## config.mk

```make
export PLATFORM = sky130hd
export DESIGN_NAME = mult_div_unit
export DESIGN_NICKNAME = d
export VERILOG_FILES = /design/src/rtl/mips_pkg.sv /design/src/rtl/md_iter_core.sv /design/src/rtl/mult_div_unit.sv
export SDC_FILE = /design/constraint.sdc
export NUM_CORES = 1
export LEC_CHECK = 0
export ABC_AREA = 1
export CAP_MARGIN = 40
export CORE_ASPECT_RATIO = 1.75
export CORE_MARGIN = 2
export CORE_UTILIZATION = 55
export DETAILED_ROUTE_END_ITERATION = 8
export PLACE_DENSITY = 0.88
export SYNTH_ARGS = -nofsm -noshare
export SYNTH_HDL_FRONTEND = slang
export SYNTH_SLANG_ARGS = --single-unit
```

## constraint.sdc

```tcl
create_clock -name clk -period 3.5 [get_ports clk]
set_input_delay 1.05 -clock clk [delete_from_list [all_inputs] [get_ports clk]]
set_output_delay 1.05 -clock clk [all_outputs]
set_load 0.02 [all_outputs]
```

## src/rtl/mips_pkg.sv

```systemverilog
// Shared definitions for the MIPS core: multiply/divide op codes, FSM states
// and the default datapath width.
package mips_pkg;

    localparam int MD_WIDTH = 32;

    typedef enum logic [1:0] {
        MD_MULT  = 2'b00,
        MD_MULTU = 2'b01,
        MD_DIV   = 2'b10,
        MD_DIVU  = 2'b11
    } md_op_e;

    typedef enum logic [1:0] {
        MD_IDLE = 2'b00,
        MD_CALC = 2'b01,
        MD_FIX  = 2'b10
    } md_state_e;

    // Bit 1 of the op selects divide, bit 0 selects the unsigned variant.
    function automatic logic md_is_div(input logic [1:0] op);
        return op[1];
    endfunction

    function automatic logic md_is_signed(input logic [1:0] op);
        return ~op[0];
    endfunction

endpackage

```

## src/rtl/md_iter_core.sv

```systemverilog
// Unsigned iterative datapath: one shift-add multiply or restoring
// shift-subtract divide step per enabled cycle over WIDTH steps.
module md_iter_core
    import mips_pkg::*;
#(
    parameter int WIDTH = MD_WIDTH
) (
    input  logic             clk,
    input  logic             rst_n,
    input  logic             load,
    input  logic             step,
    input  logic             is_div,
    input  logic [WIDTH-1:0] op_a,
    input  logic [WIDTH-1:0] op_b,
    output logic [WIDTH-1:0] res_hi,
    output logic [WIDTH-1:0] res_lo
);

    // acc holds the upper product half or the partial remainder; shreg
    // holds the shifting multiplier/dividend that becomes lower half/quotient.
    logic [WIDTH-1:0] acc;
    logic [WIDTH-1:0] shreg;
    logic [WIDTH-1:0] opb;
    logic [WIDTH:0]   add_sum;
    logic [WIDTH:0]   trial;

    always_comb begin
        add_sum = {1'b0, acc} + (shreg[0] ? {1'b0, opb} : {(WIDTH+1){1'b0}});
        trial   = {acc, shreg[WIDTH-1]} - {1'b0, opb};
    end

    always_ff @(posedge clk or negedge rst_n) begin
        if (!rst_n) begin
            acc   <= '0;
            shreg <= '0;
            opb   <= '0;
        end else if (load) begin
            acc   <= '0;
            shreg <= op_a;
            opb   <= op_b;
        end else if (step) begin
            if (is_div) begin
                // trial[WIDTH] set means the subtraction borrowed: restore.
                if (!trial[WIDTH]) begin
                    acc   <= trial[WIDTH-1:0];
                    shreg <= {shreg[WIDTH-2:0], 1'b1};
                end else begin
                    acc   <= {acc[WIDTH-2:0], shreg[WIDTH-1]};
                    shreg <= {shreg[WIDTH-2:0], 1'b0};
                end
            end else begin
                acc   <= add_sum[WIDTH:1];
                shreg <= {add_sum[0], shreg[WIDTH-1:1]};
            end
        end
    end

    assign res_hi = acc;
    assign res_lo = shreg;

endmodule

```

## src/rtl/mult_div_unit.sv

```systemverilog
// Multi-cycle MULT/MULTU/DIV/DIVU unit owning HI/LO; raises Busy_MD as a
// stall request while an operation is in flight.
module mult_div_unit
    import mips_pkg::*;
#(
    parameter int WIDTH = MD_WIDTH
) (
    input  logic             clk,
    input  logic             rst_n,
    input  logic             Start_E,
    input  logic [1:0]       Op_E,
    input  logic [WIDTH-1:0] Src_A_E,
    input  logic [WIDTH-1:0] Src_B_E,
    input  logic             Flush_E,
    input  logic             Write_Hi_W,
    input  logic             Write_Lo_W,
    input  logic [WIDTH-1:0] Write_Data_W,
    output logic [WIDTH-1:0] Hi,
    output logic [WIDTH-1:0] Lo,
    output logic             Busy_MD,
    output logic             Done_MD
);

    localparam int CW = $clog2(WIDTH + 1);

    md_state_e        state, next_state;
    logic [CW-1:0]    count;
    logic             load, step, commit;
    logic             is_div_q, neg_main_q, neg_rem_q, div_zero_q;
    logic [WIDTH-1:0] orig_a_q;
    logic [WIDTH-1:0] mag_a, mag_b;
    logic             sign_a, sign_b;
    logic [WIDTH-1:0] res_hi, res_lo;
    logic [WIDTH-1:0] fix_hi, fix_lo;
    logic [2*WIDTH-1:0] product;

    // Signed ops hand magnitudes to the core; signs are reapplied in FIX.
    always_comb begin
        sign_a = md_is_signed(Op_E) & Src_A_E[WIDTH-1];
        sign_b = md_is_signed(Op_E) & Src_B_E[WIDTH-1];
        mag_a  = sign_a ? -Src_A_E : Src_A_E;
        mag_b  = sign_b ? -Src_B_E : Src_B_E;
    end

    always_ff @(posedge clk or negedge rst_n) begin
        if (!rst_n) begin
            state <= MD_IDLE;
        end else begin
            state <= next_state;
        end
    end

    always_comb begin
        next_state = state;
        load       = 1'b0;
        step       = 1'b0;
        commit     = 1'b0;
        case (state)
            MD_IDLE: begin
                if (Start_E && !Flush_E) begin
                    load       = 1'b1;
                    next_state = MD_CALC;
                end
            end
            MD_CALC: begin
                step = 1'b1;
                if (count == CW'(1)) begin
                    next_state = MD_FIX;
                end
            end
            MD_FIX: begin
                commit     = 1'b1;
                next_state = MD_IDLE;
            end
            default: next_state = MD_IDLE;
        endcase
    end

    always_ff @(posedge clk or negedge rst_n) begin
        if (!rst_n) begin
            count      <= '0;
            is_div_q   <= 1'b0;
            neg_main_q <= 1'b0;
            neg_rem_q  <= 1'b0;
            div_zero_q <= 1'b0;
            orig_a_q   <= '0;
        end else if (load) begin
            count      <= CW'(WIDTH);
            is_div_q   <= md_is_div(Op_E);
            neg_main_q <= sign_a ^ sign_b;
            neg_rem_q  <= sign_a;
            div_zero_q <= (Src_B_E == '0);
            orig_a_q   <= Src_A_E;
        end else if (step) begin
            count <= count - CW'(1);
        end
    end

    md_iter_core #(
        .WIDTH (WIDTH)
    ) u_core (
        .clk    (clk),
        .rst_n  (rst_n),
        .load   (load),
        .step   (step),
        .is_div (is_div_q),
        .op_a   (mag_a),
        .op_b   (mag_b),
        .res_hi (res_hi),
        .res_lo (res_lo)
    );

    // A zero divisor bypasses sign fixup so HI returns the raw dividend.
    always_comb begin
        product = {res_hi, res_lo};
        if (neg_main_q) begin
            product = -product;
        end
        fix_hi = product[2*WIDTH-1:WIDTH];
        fix_lo = product[WIDTH-1:0];
        if (is_div_q) begin
            if (div_zero_q) begin
                fix_hi = orig_a_q;
                fix_lo = '1;
            end else begin
                fix_hi = neg_rem_q  ? -res_hi : res_hi;
                fix_lo = neg_main_q ? -res_lo : res_lo;
            end
        end
    end

    always_ff @(posedge clk or negedge rst_n) begin
        if (!rst_n) begin
            Hi      <= '0;
            Lo      <= '0;
            Done_MD <= 1'b0;
        end else begin
            Done_MD <= 1'b0;
            if (commit) begin
                Hi      <= fix_hi;
                Lo      <= fix_lo;
                Done_MD <= 1'b1;
            end else if (state == MD_IDLE) begin
                if (Write_Hi_W) begin
                    Hi <= Write_Data_W;
                end
                if (Write_Lo_W) begin
                    Lo <= Write_Data_W;
                end
            end
        end
    end

    assign Busy_MD = (state != MD_IDLE);

endmodule
```

==> results.md <==
- Status: complete, but fails checks
- Failing checks: design-rule violations
- Die Ht: 253 um
- Slew Limit Fails: 0
- Area grow syn2layout: 16.2%
- Ys flop type: dfrtp_1
- Setup TNS: 0 ps
- Routed vias/inst: 6.04
- Max Fclk: 0.305 GHz
- Post-synthesis register bit count: 205
- Post-CTS Resized: 0
- Avg Inst Size Synth: 5.93 um^2
- CP Launch Type: flip-flop
- Core area: 0.0351 mm^2
- Worst-case clock buffer depth: 3
- Skew-Pair Late Insertion Delay: 550 ps
- Largest net degree at the start of global routing: 86
- Worst Path Required: 3940 ps
- Initial Util: 55.5%
- HP Class: primary input to asynchronous set/reset pin
- Num CTS Buffers: 21
- Setup Fix Bufs, Post-CTS: 0
- Commonest cells in the netlist: nand2_1, inv_1, nor2_1, nand3_1, a21oi_1
- CTS sink cnt: 205
- Pwr dens: 234 mW/mm^2
- PortBufs: 169
- Fill cells: 3434
- Worst slew margin: 32.3%
- Synth top area cells: dfrtp_1, nand2_1, inv_1, nor2_1, nand3_1
- Post-synth EDFFs: 0
- Switching Power: 1.24 mW
- Max VDD drop: 0.000346 V
- Sequential area share after synthesis: 26.4%
- Post-Syn Area: 0.0194 mm^2
- Final worst slack: 218 ps
- Ports: 170
- Detailed Place HPWL: 67600 um
- Most common cell in the netlist: nand2_1
- Fin crit period: 3280 ps
- Post-synth top area share: 26.4%
- Gr ovfl total: 0
- Setup violators final: 0
- Placed cells: 3868
- Setup CP Type: flip-flop to flip-flop
- CTS tree: done
- Clock Pin Slew Worst Setup and Hold Paths: 70 ps
- Register area: 0.00513 mm^2
- Vias in the first global route: 23000
- Crit path DAT: 3720 ps
- Layout net count: 3604
- Via count: 23600
- Leak pwr: 11.4 nW
- First-pass GRT wire length: 132000 um
- Routed WL: 87400 um
- Clock power frac: 48.7%
- Largest area contributor in the netlist: dfrtp_1
- Syn Inst Count: 3281
- CP endpoint kind: flip-flop
- Total GRT Usage: 47.1%
- Worst-margin pin slew: 1020 ps
- ANT nets after route: 0
- Die Wd: 146 um
- Logic pwr share: 6.4%
- Post-synth cell types: 58
- Num rows: 91
- Max_cap viols: 0
- Dpl ws: 255 ps
- Area of the multi-input gates: 0.0122 mm^2
- DR DRC count: 1
- Net Count, Synth: 3457
- Die area: 0.0369 mm^2
- Crit share post-route: 93.8%
- Clk root buf: clkbuf_16
- Placer congestion estimate: 1.12
- RSZ-0062 raised after global routing: false
- Layout Skew: 23.2 ps
- Synthesis warning total: 0
- Htree depth: 1
- Initial antenna violation count: 1
- Share of flip-flops with an asynchronous set or reset: 100%
- Routed len/inst: 22.4 um
- Tot Pwr: 5.28 mW
- CTS Hold Bufs: 0
- Initial DRC Count: 2223
- Share of cells above drive strength 1: 5.81%
- Worst-path maximum fanout: 15
- Pre-Repair DR Iteration Count: 9
- Pint: 4.04 mW
- Switching Fraction: 23.5%
- Final hold vios: 0
- Non-Filler Instances: 3908
- Reg power frac: 44.9%
==> flip-flops by register name (all words and copies together) (netlist names), 2 cells and up <==
signal	cells
orig_a_q	32
state	2
Lo	32
count	6
Hi	32
u_core.res_hi	32
u_core.res_lo	32
u_core.opb	32
==> cell usage in the layout, fill, tap and decap left out, types with 17 or more instances in the layout <==
cell             synthesis  routed
clkbuf_16                0      21
o21ai_0                204     204
nor2_1                 400     398
nand2_1               1012    1011
dfrtp_1                205     203
buf_4                    1      68
ha_1                    70      70
nand3_1                283     283
o21bai_1                19      19
or2_2                   18      18
xor2_1                  38      38
nand4_1                 36      36
nand3b_1                17      17
a21oi_1                238     238
inv_1                  419     419
clkdlybuf4s50_1          0     168
nor3_1                  29      29
==> power by group through the flow <==
stage	registers (mW)	logic [mW]	clock network, mW
finish	2.37	0.340	2.57
global route	2.37	0.369	2.64
CTS	2.37	0.338	2.55
detailed placement	2.41	0.336	0
global placement	2.41	0.334	0
floorplan	2.41	0.0957	0
==> path summary, 6_finish.rpt <==
path	start	endpoint	slack, ps	depth (start not counted)
max	u_core.res_lo[0]$_DFFE_PN0P_	u_core.res_hi[23]$_DFFE_PN0P_	220	16
min	rst_n	u_core.res_hi[28]$_DFFE_PN0P_	470	1
max reg2reg	u_core.res_lo[0]$_DFFE_PN0P_	u_core.res_hi[23]$_DFFE_PN0P_	220	16
min reg2reg	count[4]$_DFFE_PN0P_	count[4]$_DFFE_PN0P_	480	1
max in group asynchronous	rst_n	is_div_q$_DFFE_PN0P_	2130	2
min in group clk	count[4]$_DFFE_PN0P_	count[4]$_DFFE_PN0P_	480	1
==> through the flow <==
step / area, um^2 / hold slack, ps / util [%]
floorplan: 19400 / 444 / -
global placement: 21800 / 465 / 62.2
detailed placement: 21800 / 472 / 62.2
CTS: 22600 / 488 / 64.4
global route: 22600 / 505 / 64.4
finish: 22600 / 474 / 64.4
==> cell families (layout without fill, tap and decap cells) <==
group	count (synthesis)	after routing	share of synthesized area, %
and+or+nand+nor	1856	1856	40.1
AOI/OAI and AO/OA	550	550	15.5
buffers and inverters	548	708	11.1
DFF	205	205	26.4
adders and majority gates	72	72	4.71
xor gates and xnor gates	49	49	2.21
muxes	1	1	0.0515
other	0	2	0
==> worst max-delay path, stage by stage (launching register included) <==
cell and delay, ps:
dfrtp_1 710, buf_4 300, nand2_1 60, inv_1 50, ha_1 270, a21oi_1 270
o21bai_1 140, a21oi_1 710, inv_1 100, nand2_1 110, nand3_1 90, nand2_1 80
nand3_1 60, nand2_1 80, inv_1 40, nand2_1 50, nand2_1 50
==> metal layers <==
layer	track usage, %	routed length (um)	vias up
met5	0	0	-
li1	-	-	10800
met3	10.7	7030	663
met2	79.3	40900	1428
met1	43.3	25800	10700
met4	55.6	13600	0
==> area by class of cell <==
| cell class | count | area share [%] |
|---|---|---|
| clock inverter | 8 | 0.648 |
| inverter | 428 | 7.11 |
| timing repair buffer | 244 | 10.3 |
| clock buffer | 28 | 2.71 |
| multi-input combinational | 2528 | 54.0 |
| antenna | 2 | 0.0222 |
| sequential | 205 | 22.7 |
| tap | 465 | 2.58 |
Power figures use the tool's default switching activity.
